File: config.mk
export PLATFORM = sky130hd
export DESIGN_NAME = decoder_pulse_gen
export DESIGN_NICKNAME = d
export VERILOG_FILES = /design/src/rtl/decoder_pkg.sv /design/src/rtl/down_counter.sv /design/src/rtl/decoder_pulse_gen.sv
export SDC_FILE = /design/constraint.sdc
export NUM_CORES = 1
export LEC_CHECK = 0
export CORE_MARGIN = 10
export CORE_UTILIZATION = 65
export CTS_CLUSTER_DIAMETER = 150
export DETAILED_ROUTE_END_ITERATION = 8
export DONT_BUFFER_PORTS = 1
export HOLD_SLACK_MARGIN = 0.1
export PLACE_DENSITY = 0.81
export SYNTH_ARGS = -nofsm -noshare
export SYNTH_HDL_FRONTEND = slang
export SYNTH_SLANG_ARGS = --single-unit
File: constraint.sdc
create_clock -name clk -period 6.54 [get_ports clk]
set_input_delay 1.308 -clock clk [delete_from_list [all_inputs] [get_ports clk]]
set_output_delay 1.308 -clock clk [all_outputs]
set_load 0.02 [all_outputs]
File: src/rtl/decoder_pkg.sv
// Shared types and constants for the one-hot decoder (and, later, its matching encoder).
package decoder_pkg;

    localparam int CODE_W   = 4;
    localparam int ONEHOT_W = 16;

    typedef enum logic [1:0] {
        IDLE = 2'd0,
        HOLD = 2'd1,
        GAP  = 2'd2
    } state_t;

    function automatic logic [ONEHOT_W-1:0] onehot_of(input logic [CODE_W-1:0] code);
        return ONEHOT_W'(1) << code;
    endfunction

endpackage

File: src/rtl/down_counter.sv
// Loadable down counter with a zero flag; times both the hold and the gap phases.
module down_counter #(
    parameter int CNT_W = 8
) (
    input  logic             clk,
    input  logic             rst_n,
    input  logic             load,
    input  logic [CNT_W-1:0] load_value,
    input  logic             dec,
    output logic             zero
);

    logic [CNT_W-1:0] count;

    // NOTE: sequential state uses non-blocking assignments so every flop samples pre-edge values.
    always_ff @(posedge clk or negedge rst_n) begin
        if (!rst_n) begin
            count <= '0;
        end else if (load) begin
            count <= load_value;
        end else if (dec && (count != '0)) begin
            count <= count - CNT_W'(1);
        end
    end

    assign zero = (count == '0);

endmodule

File: src/rtl/decoder_pulse_gen.sv
// Sequential 4-to-16 decoder: accepts a code, holds its one-hot line for HOLD_CYCLES, then idles GAP_CYCLES.
module decoder_pulse_gen
    import decoder_pkg::*;
#(
    parameter int HOLD_CYCLES = 4,
    parameter int GAP_CYCLES  = 1,
    parameter int CNT_W       = 8
) (
    input  logic                clk,
    input  logic                rst_n,
    input  logic                enable,
    input  logic [CODE_W-1:0]   input_wire,
    input  logic                input_valid,
    output logic                input_ready,
    output logic [ONEHOT_W-1:0] output_wire,
    output logic                output_valid,
    output logic                done,
    output logic                busy
);

    localparam logic [CNT_W-1:0] HOLD_LOAD = CNT_W'(HOLD_CYCLES - 1);
    localparam logic [CNT_W-1:0] GAP_LOAD  = CNT_W'((GAP_CYCLES > 0) ? GAP_CYCLES - 1 : 0);

    state_t                state_q, state_d;
    logic [ONEHOT_W-1:0]   out_d;
    logic                  valid_d;
    logic                  done_d;
    logic                  cnt_load;
    logic [CNT_W-1:0]      cnt_load_value;
    logic                  cnt_dec;
    logic                  cnt_zero;

    down_counter #(.CNT_W(CNT_W)) u_counter (
        .clk        (clk),
        .rst_n      (rst_n),
        .load       (cnt_load),
        .load_value (cnt_load_value),
        .dec        (cnt_dec),
        .zero       (cnt_zero)
    );

    assign input_ready = enable && (state_q == IDLE);
    assign busy        = (state_q != IDLE);

    // NOTE: every combinational output gets a default first, so no path can infer a latch.
    always_comb begin
        state_d        = state_q;
        out_d          = output_wire;
        valid_d        = output_valid;
        done_d         = 1'b0;
        cnt_load       = 1'b0;
        cnt_load_value = '0;
        cnt_dec        = 1'b0;

        unique case (state_q)
            IDLE: begin
                if (input_valid && input_ready) begin
                    state_d        = HOLD;
                    out_d          = onehot_of(input_wire);
                    valid_d        = 1'b1;
                    cnt_load       = 1'b1;
                    cnt_load_value = HOLD_LOAD;
                end
            end
            HOLD: begin
                // Abort takes priority over a normal finish and never raises done.
                if (!enable) begin
                    state_d = IDLE;
                    out_d   = '0;
                    valid_d = 1'b0;
                end else if (cnt_zero) begin
                    out_d   = '0;
                    valid_d = 1'b0;
                    done_d  = 1'b1;
                    if (GAP_CYCLES > 0) begin
                        state_d        = GAP;
                        cnt_load       = 1'b1;
                        cnt_load_value = GAP_LOAD;
                    end else begin
                        state_d = IDLE;
                    end
                end else begin
                    cnt_dec = 1'b1;
                end
            end
            GAP: begin
                if (cnt_zero) begin
                    state_d = IDLE;
                end else begin
                    cnt_dec = 1'b1;
                end
            end
            default: begin
                state_d = IDLE;
                out_d   = '0;
                valid_d = 1'b0;
            end
        endcase
    end

    // NOTE: the asynchronous reset clears every register, so outputs read zero before any clock edge.
    always_ff @(posedge clk or negedge rst_n) begin
        if (!rst_n) begin
            state_q      <= IDLE;
            output_wire  <= '0;
            output_valid <= 1'b0;
            done         <= 1'b0;
        end else begin
            state_q      <= state_d;
            output_wire  <= out_d;
            output_valid <= valid_d;
            done         <= done_d;
        end
    end

endmodule
# Word level (Yosys, flattened, before mapping)
# Index checks and enable logic that the tools add are counted.
# op_classes
add_sub_neg,1
multipliers,0
n_div,0
order_cmp,0
eq_ne,5
n_shift,1
n_mux,25
bitwise_logic,1
n_reduce_logical,10
# ops
cell,count
2-to-1 mux 16 bit,3
case mux 16 bit (3 select lines),1
2-to-1 mux 8 bit,2
"<< shifter 1 x 4 -> 16 bit, first input constant",1
2-to-1 mux 2 bit,6
2-to-1 mux 1 bit,9
zero test 8 bit,1
nonzero test 8 bit,1
"subtractor 8 x 1 -> 8 bit, second input constant",1
case mux 2 bit (3 select lines),1
AND reduction 3 bit,2
case mux 1 bit (2 select lines),2
nonzero test 2 bit,2
logical AND 1 bit,3
"inequality test 3 bit, second input constant",1
case mux 1 bit (3 select lines),1
"== test 2 x 1 -> 1 bit, second input constant",1
"== test 2 bit, second input constant",1
zero test 2 bit,1
"inequality test 2 x 1 -> 1 bit, second input constant",1
"inequality test 2 bit, second input constant",1
inverter 1 bit,1
# totals
ff_bits,28
latchBits,0
mem_bits_rw,0
rom_bits,0
in_bits,8
output_inout_bits,20
elab_cells,48
memories,0

# Longest topological paths before layout
# Gate-level depths: netlist of run 1.
# depth
depth_word,7
depth_mapped,8
depth_no_buf,6

# Cells and area by module
# From an unflattened synthesis of run 1, not the netlist that was laid out.
# hier_totals
hier_cells,134
area_unflattened_um2,1525.2
# modules_own_cells
module,n_inst,cells_per_inst,area_per_inst_um2,seq_area_each_um2
decoder_pulse_gen,1,76,997.2,500.5
down_counter,1,58,528.0,200.2

# Least setup slack after synthesis of run 1
# No wires, ideal clock.
# synth_path
path_kind,input to output
startpoint,input enable
endpoint,output input_ready
arrival_time_ns,1.550
setup_slack_ns,3.682
path_stages,1
n_path_buf,0
path_cell_list,and2_1
# synth_via
elab_chain_cells,1
# synth_rtl
element,line,text
start: declaration,decoder_pulse_gen.sv:11,"input logic enable,"
logical AND 1 bit,decoder_pulse_gen.sv:42,assign input_ready = enable && (state_q == IDLE);
end: declaration,decoder_pulse_gen.sv:14,"output logic input_ready,"
# Every way passes these cells.

# Worst setup path in the final report of run 1
# Ends and elaborated chain as after synthesis.

==> impl_metrics.yaml, run 1 <==
finish:
  nFillCells: 132
  finalNonFillerCells: 149
  layout-drive-gt1-share: 0.0820
  multiInputGateArea_sq_um: 604
  final_common_cell: "dfrtp_1"
  areaGrowthSynthToFinish_pct: 3.23
  mostFrequentLayoutCells: "dfrtp_1, a22o_1, nor2_1, inv_1, o21ai_0"
  nNetsFinal: 136
  antenna_cells: 0
  seq_area_sq_um: 701
clocking:
  cts_tree: "done"
  cts_buffer_depth: 2
  holdBufCountCts: 0
  path_clk_slew_ns: 0.15
  clk-insertion-delay-late_ns: 0.33
  cts.sinks: 28
  htree_num_levels: 1
  root_buffer: "clkbuf_4"
  ctsResizeCount: 0
  cts_setup_buffers: 0
  numCtsBuffers: 3
synth:
  synthCells: 121
  synth_top_area_share: 0.516
  syn_area_sq_um: 1360
  synth_flop_cell: "dfrtp_1"
  ys_types: 34
  yosysTopAreaCell: "dfrtp_1"
  synth-edff-count: 0
  synthTopCellsByArea: "dfrtp_1, a22o_1, ha_1"
  yosysSeqAreaShare: 0.516
  ys_seq_elements: 28
  syn_avg_cell_area_sq_um: 11.2
  async_reset_ff_frac: 1.00
  ys_warn_count: 0
  syn-num-nets: 134
sta:
  finalCriticalPeriod_ns: 2.88
  fin_setup_tns_ns: 0
  finalHoldViolations: 0
  slew_headroom: 0.481
  fmax_ghz: 0.348
  period_share: 0.440
  fin_ws_ns: 3.66
  grt_setup_unrepaired: "false"
  slew_violations: 0
  setup_viol: 0
  fin_skew_ns: 0.00258
  tightest_slew_ns: 0.767
global_route:
  grt_pass1_wl_um: 4600
  grt_max_degree: 29
  antenna_found_initial: 0
  grt_pass1_vias: 908
  gr-usage-all-layers: 0.134
  grt_overflow: 0
routing:
  wire_per_inst_um: 19.0
  wl_um: 2830
  drt_iter0_markers: 41
  drt-pass1-iter-count: 4
  ant_nets: 0
  viasPerCell: 6.23
  drc: 0
  vias: 929
place:
  pre_cts_slack_ns: 3.66
  dp_hpwl_um: 2050
  io_buffers: 0
  dpl.cell_count: 145
  routabilityCongestion: 0.877
run_status:
  outcome: "finished, final reports clean"
power:
  p_sw_w: 0.000149
  cellPowerDensity_nw_per_um2: 294
  pwr-share-comb: 0.267
  power.leakage_nw: 0.674
  p_sw_frac: 0.361
  irDropWorstVdd_uv: 200
  p_seq_frac: 0.525
  p_int_w: 0.000264
  clkPwrFrac: 0.208
die:
  io_pins: 28
  die_y_um: 65.7
  die-area_sq_um: 4320
  rows: 16
  initial_core_util: 0.685
  die_w_um: 65.7
  core_sq_um: 1980
setup_path:
  endpoint_kind: "primary output"
  critical_path_class: "input pin to primary output"
  worstPathRequired_ns: 5.23
  path_max_fanout: 6
  worstSetupStartpointType: "input pin"
  worst_path_max_delay_cell: "and2_1"
  crit_buf_inv: 0
  crit_chain: "and2_1"
  cp_top_family: "simple AND/OR/NAND/NOR gates"
  critPathArrivalTime_ns: 1.57
  cpPeakStageDelay_ns: 0.26
run:
  maxCapViolCount: 0
hold_path:
  hold_path.class: "register to register"
path summary, 6_finish.rpt:
path	endpoint	cells past startpoint	slack (ns)	start
min in group asynchronous	u_counter.count[4]$_DFFE_PN0P_	0	0.64	rst_n
max reg2reg	output_wire[10]$_DFFE_PN0P_	6	4.13	u_counter.count[0]$_DFFE_PN0P_
max in group asynchronous	u_counter.count[6]$_DFFE_PN0P_	0	5.83	rst_n
max	input_ready	1	3.66	enable
min	state_q[0]$_DFFE_PN0P_	2	0.57	state_q[0]$_DFFE_PN0P_
min reg2reg	state_q[0]$_DFFE_PN0P_	2	0.57	state_q[0]$_DFFE_PN0P_
area by class of cell:
class,count,area share
multi-input cells,83,0.431
flip-flops and latches,28,0.500
inverters,7,0.0188
well taps,27,0.0241
clock buffers,4,0.0259
synthesized netlist by cell type (all sizes together) (2+ instances only):
library cell / instances
xnor2: 4
dfrtp: 28
a21oi: 6
buf: 2
nor4: 4
nor3b: 2
ha: 5
nand2b: 2
o31ai: 2
mux2i: 2
o21ai: 7
nand2: 6
inv: 7
a32o: 4
nor4b: 2
nor2b: 2
nor2: 10
nand4: 2
a22o: 12
stage by stage:
step                      hold WS [ns]  utilization  power [W]  cell area, sq um
after detailed placement         0.534        0.689   0.000329              1370
after floorplan                  0.502            -   0.000317              1360
final                            0.569        0.707   0.000412              1400
after CTS                        0.566        0.707   0.000414              1400
after global routing             0.621        0.707   0.000436              1400
after global placement           0.521        0.689   0.000323              1370
power by group through the flow:
stage / sequential (W) / combinational (W) / clock (W)
6_report: 0.000216 / 0.000110 / 0.0000858
5_1_grt: 0.000219 / 0.000126 / 0.0000914
4_1_cts: 0.000217 / 0.000110 / 0.0000874
3_5_place_dp: 0.000220 / 0.000109 / 0
3_3_place_gp: 0.000219 / 0.000105 / 0
2_1_floorplan: 0.000215 / 0.000102 / 0
per-layer routing:
metal / vias to the layer above / global-route usage / part of all wire
met5: - / 0 / 0
met4: 0 / 0.0481 / 0.018
met3: 6 / 0.0593 / 0.079
met2: 19 / 0.209 / 0.45
met1: 454 / 0.159 / 0.45
li1: 450 / - / -
flip-flops by register name (all words and copies together) (netlist names):
name,count
state_q,2
u_counter.count,8
done,1
output_valid,1
output_wire,16
kinds of logic after synthesis:
| kind of cell | count (synthesis) | share of synthesized area |
|---|---|---|
| XOR/XNOR | 4 | 0.0258 |
| buffers and inverters | 10 | 0.0387 |
| multiplexers | 3 | 0.0230 |
| AO/OA/AOI/OAI | 35 | 0.193 |
| AND/OR/NAND/NOR | 36 | 0.158 |
| adder cells (fa/ha/maj) | 5 | 0.0461 |
| flip-flops | 28 | 0.516 |
Power figures use the tool's default switching activity.
==> run 2: changes to the inputs <==
- CORE_UTILIZATION: 65 -> 55
- PLACE_DENSITY: 0.81 -> 0.73
- clock period: 6.54 -> 2.4 ns (I/O delays scaled with it)
==> run 2 against run 1 <==
Sequential share of layout area shrank 2.9 points. Clock power grew to 3.6 times the previous value. Clock-buffer cell count shrank 1. Critical path depth grew 6. First-iteration DRC count grew 100%. Register-to-register slack lost 3.9 ns. Final cell count grew 5.4%. Worst setup slack lost 3.4 ns. Global-route usage shrank 1.1 points. Clock skew grew 0.011 ns. Critical endpoint is now output_wire[11]$_DFFE_PN0P_.
==> impl_metrics.yaml, run 2 (synthesis results as in run 1) <==
run_status:
  outcome: "finished, final reports clean"
place:
  dpl_cell_area_sq_um: 1400
  io_buffers: 0
  dp_hpwl_um: 2210
  routabilityCongestion: 0.906
run:
  maxCapViolCount: 0
finish:
  nFillCells: 175
  largest_reg_flops: 16
  largest_register: "output_wire"
  areaGrowthSynthToFinish_pct: 9.49
  final_area_sq_um: 1490
  utilization: 0.653
  layout-drive-gt1-share: 0.124
  reg.largest.list: "output_wire (16), u_counter.count (8), state_q (2)"
  nNetsFinal: 143
  antenna_cells: 0
  final_common_cell: "dfrtp_1"
  mostFrequentLayoutCells: "dfrtp_1, a22o_1, nor2_1, inv_1, o21ai_0"
sta:
  slew_headroom: 0.631
  period_share: 0.893
  setup_viol: 0
  finalCriticalPeriod_ns: 2.14
  grt_setup_unrepaired: "false"
  fin_setup_tns_ns: 0
  fmax_ghz: 0.467
  fin_skew_ns: 0.0134
  slew_violations: 0
  tightest_slew_ns: 0.540
  finalHoldViolations: 0
setup_path:
  critical_path_class: "register to register"
  path_max_fanout: 9
  cpPeakStageDelay_ns: 0.43
  cp_top_family: "simple AND/OR/NAND/NOR gates"
  critPathArrivalTime_ns: 2.43
  endpoint_kind: "register"
  worstSetupStartpointType: "register"
  crit_chain: "inv_1 -> ha_1 -> and2_1 -> nand2_1 -> nor4_1 -> buf_4 -> a32o_1"
  worstPathRequired_ns: 2.69
  worst_path_max_delay_cell: "dfrtp_1"
  crit_buf_inv: 2
die:
  rows: 17
  die_w_um: 69.7
  io_pins: 28
  core_sq_um: 2280
  die-area_sq_um: 4860
  die_y_um: 69.7
  initial_core_util: 0.596
routing:
  wire_per_inst_um: 18.9
  ant_nets: 0
  wl_um: 2970
  drt_iter0_markers: 82
  viasPerCell: 6.26
  vias: 983
  drt-pass1-iter-count: 4
  drc: 0
clocking:
  cts_buffer_depth: 2
  numCtsBuffers: 3
  cts_tree: "done"
  root_buffer: "clkbuf_4"
  cts.sinks: 28
  clk-insertion-delay-late_ns: 0.34
  path_clk_slew_ns: 0.16
  ctsResizeCount: 0
  htree_num_levels: 1
global_route:
  antenna_found_initial: 0
  grt_pass1_vias: 1006
  grt_pass1_wl_um: 5020
  grt_overflow: 0
  gr-usage-all-layers: 0.123
  grt_max_degree: 29
power:
  irDropWorstVdd_uv: 620
  power.leakage_nw: 0.722
  cellPowerDensity_nw_per_um2: 822
hold_path:
  hold_path.class: "input pin to register"
## run 2: cell count changes in the layout (fill, tap and decap cells not counted)
cell           previous run  this run
bufinv_16                 0         1
buf_12                    0         1
buf_4                     0         5
clkbuf_8                  1         0
dlygate4sd3_1             0         1
## run 2: final cells by class
class                           count  area (sq um)  area share
Inverter                            7          26.3      0.0177
Sequential cell                    28           701       0.471
Timing Repair Buffer                7          67.6      0.0455
Tap cell                           28          35.0      0.0236
Clock inverter                      1          30.0      0.0202
Multi-Input combinational cell     83           604       0.407
Clock buffer                        3          22.5      0.0152
## run 2: what timing repair did
item | 4_1_cts | 5_1_grt
setup buffers | 0 | 0
hold endpoints to repair | 28 | 0
hold buffers | 2 | 0
endpoints found under the setup margin | 0 | 0
## run 2: path summary, 6_finish.rpt
| path | start | end | cells past startpoint | slack [ns] |
|---|---|---|---|---|
| max | state_q[0]$_DFFE_PN0P_ | output_wire[11]$_DFFE_PN0P_ | 7 | 0.26 |
| max reg2reg | state_q[0]$_DFFE_PN0P_ | output_wire[11]$_DFFE_PN0P_ | 7 | 0.26 |
| min reg2reg | state_q[0]$_DFFE_PN0P_ | state_q[0]$_DFFE_PN0P_ | 2 | 0.59 |
| max in group asynchronous | rst_n | done$_DFF_PN0_ | 2 | 1.69 |
| min | input_valid | u_counter.count[5]$_DFFE_PN0P_ | 1 | 0.22 |
| min in group asynchronous | rst_n | output_wire[14]$_DFFE_PN0P_ | 2 | 0.55 |
## run 2: per-stage QoR
stage / hold WS, ns / cells / setup WS (ns) / total power (W)
CTS: 0.203 / 157 / 0.257 / 0.00123
detailed placement: 0.185 / 151 / 0.297 / 0.000903
floorplan: 0.184 / 121 / 0.344 / 0.000863
global placement: 0.185 / 151 / 0.392 / 0.000889
global route: 0.190 / 157 / 0.134 / 0.00129
finish: 0.215 / 157 / 0.258 / 0.00122
## run 2: layer usage
layer | wire [um] | track usage | part of all wire
met5 | 0 | 0 | 0
met4 | 50 | 0.0630 | 0.017
met3 | 294 | 0.0428 | 0.099
met2 | 1370 | 0.184 | 0.46
met1 | 1250 | 0.150 | 0.42
## run 2: power by group
part / internal [W] / total, W / switching (W)
logic: 0.000115 / 0.000321 / 0.000206
clock network: 0.000169 / 0.000313 / 0.000144
registers: 0.000521 / 0.000589 / 0.0000684
total: 0.000804 / 0.00122 / 0.000418
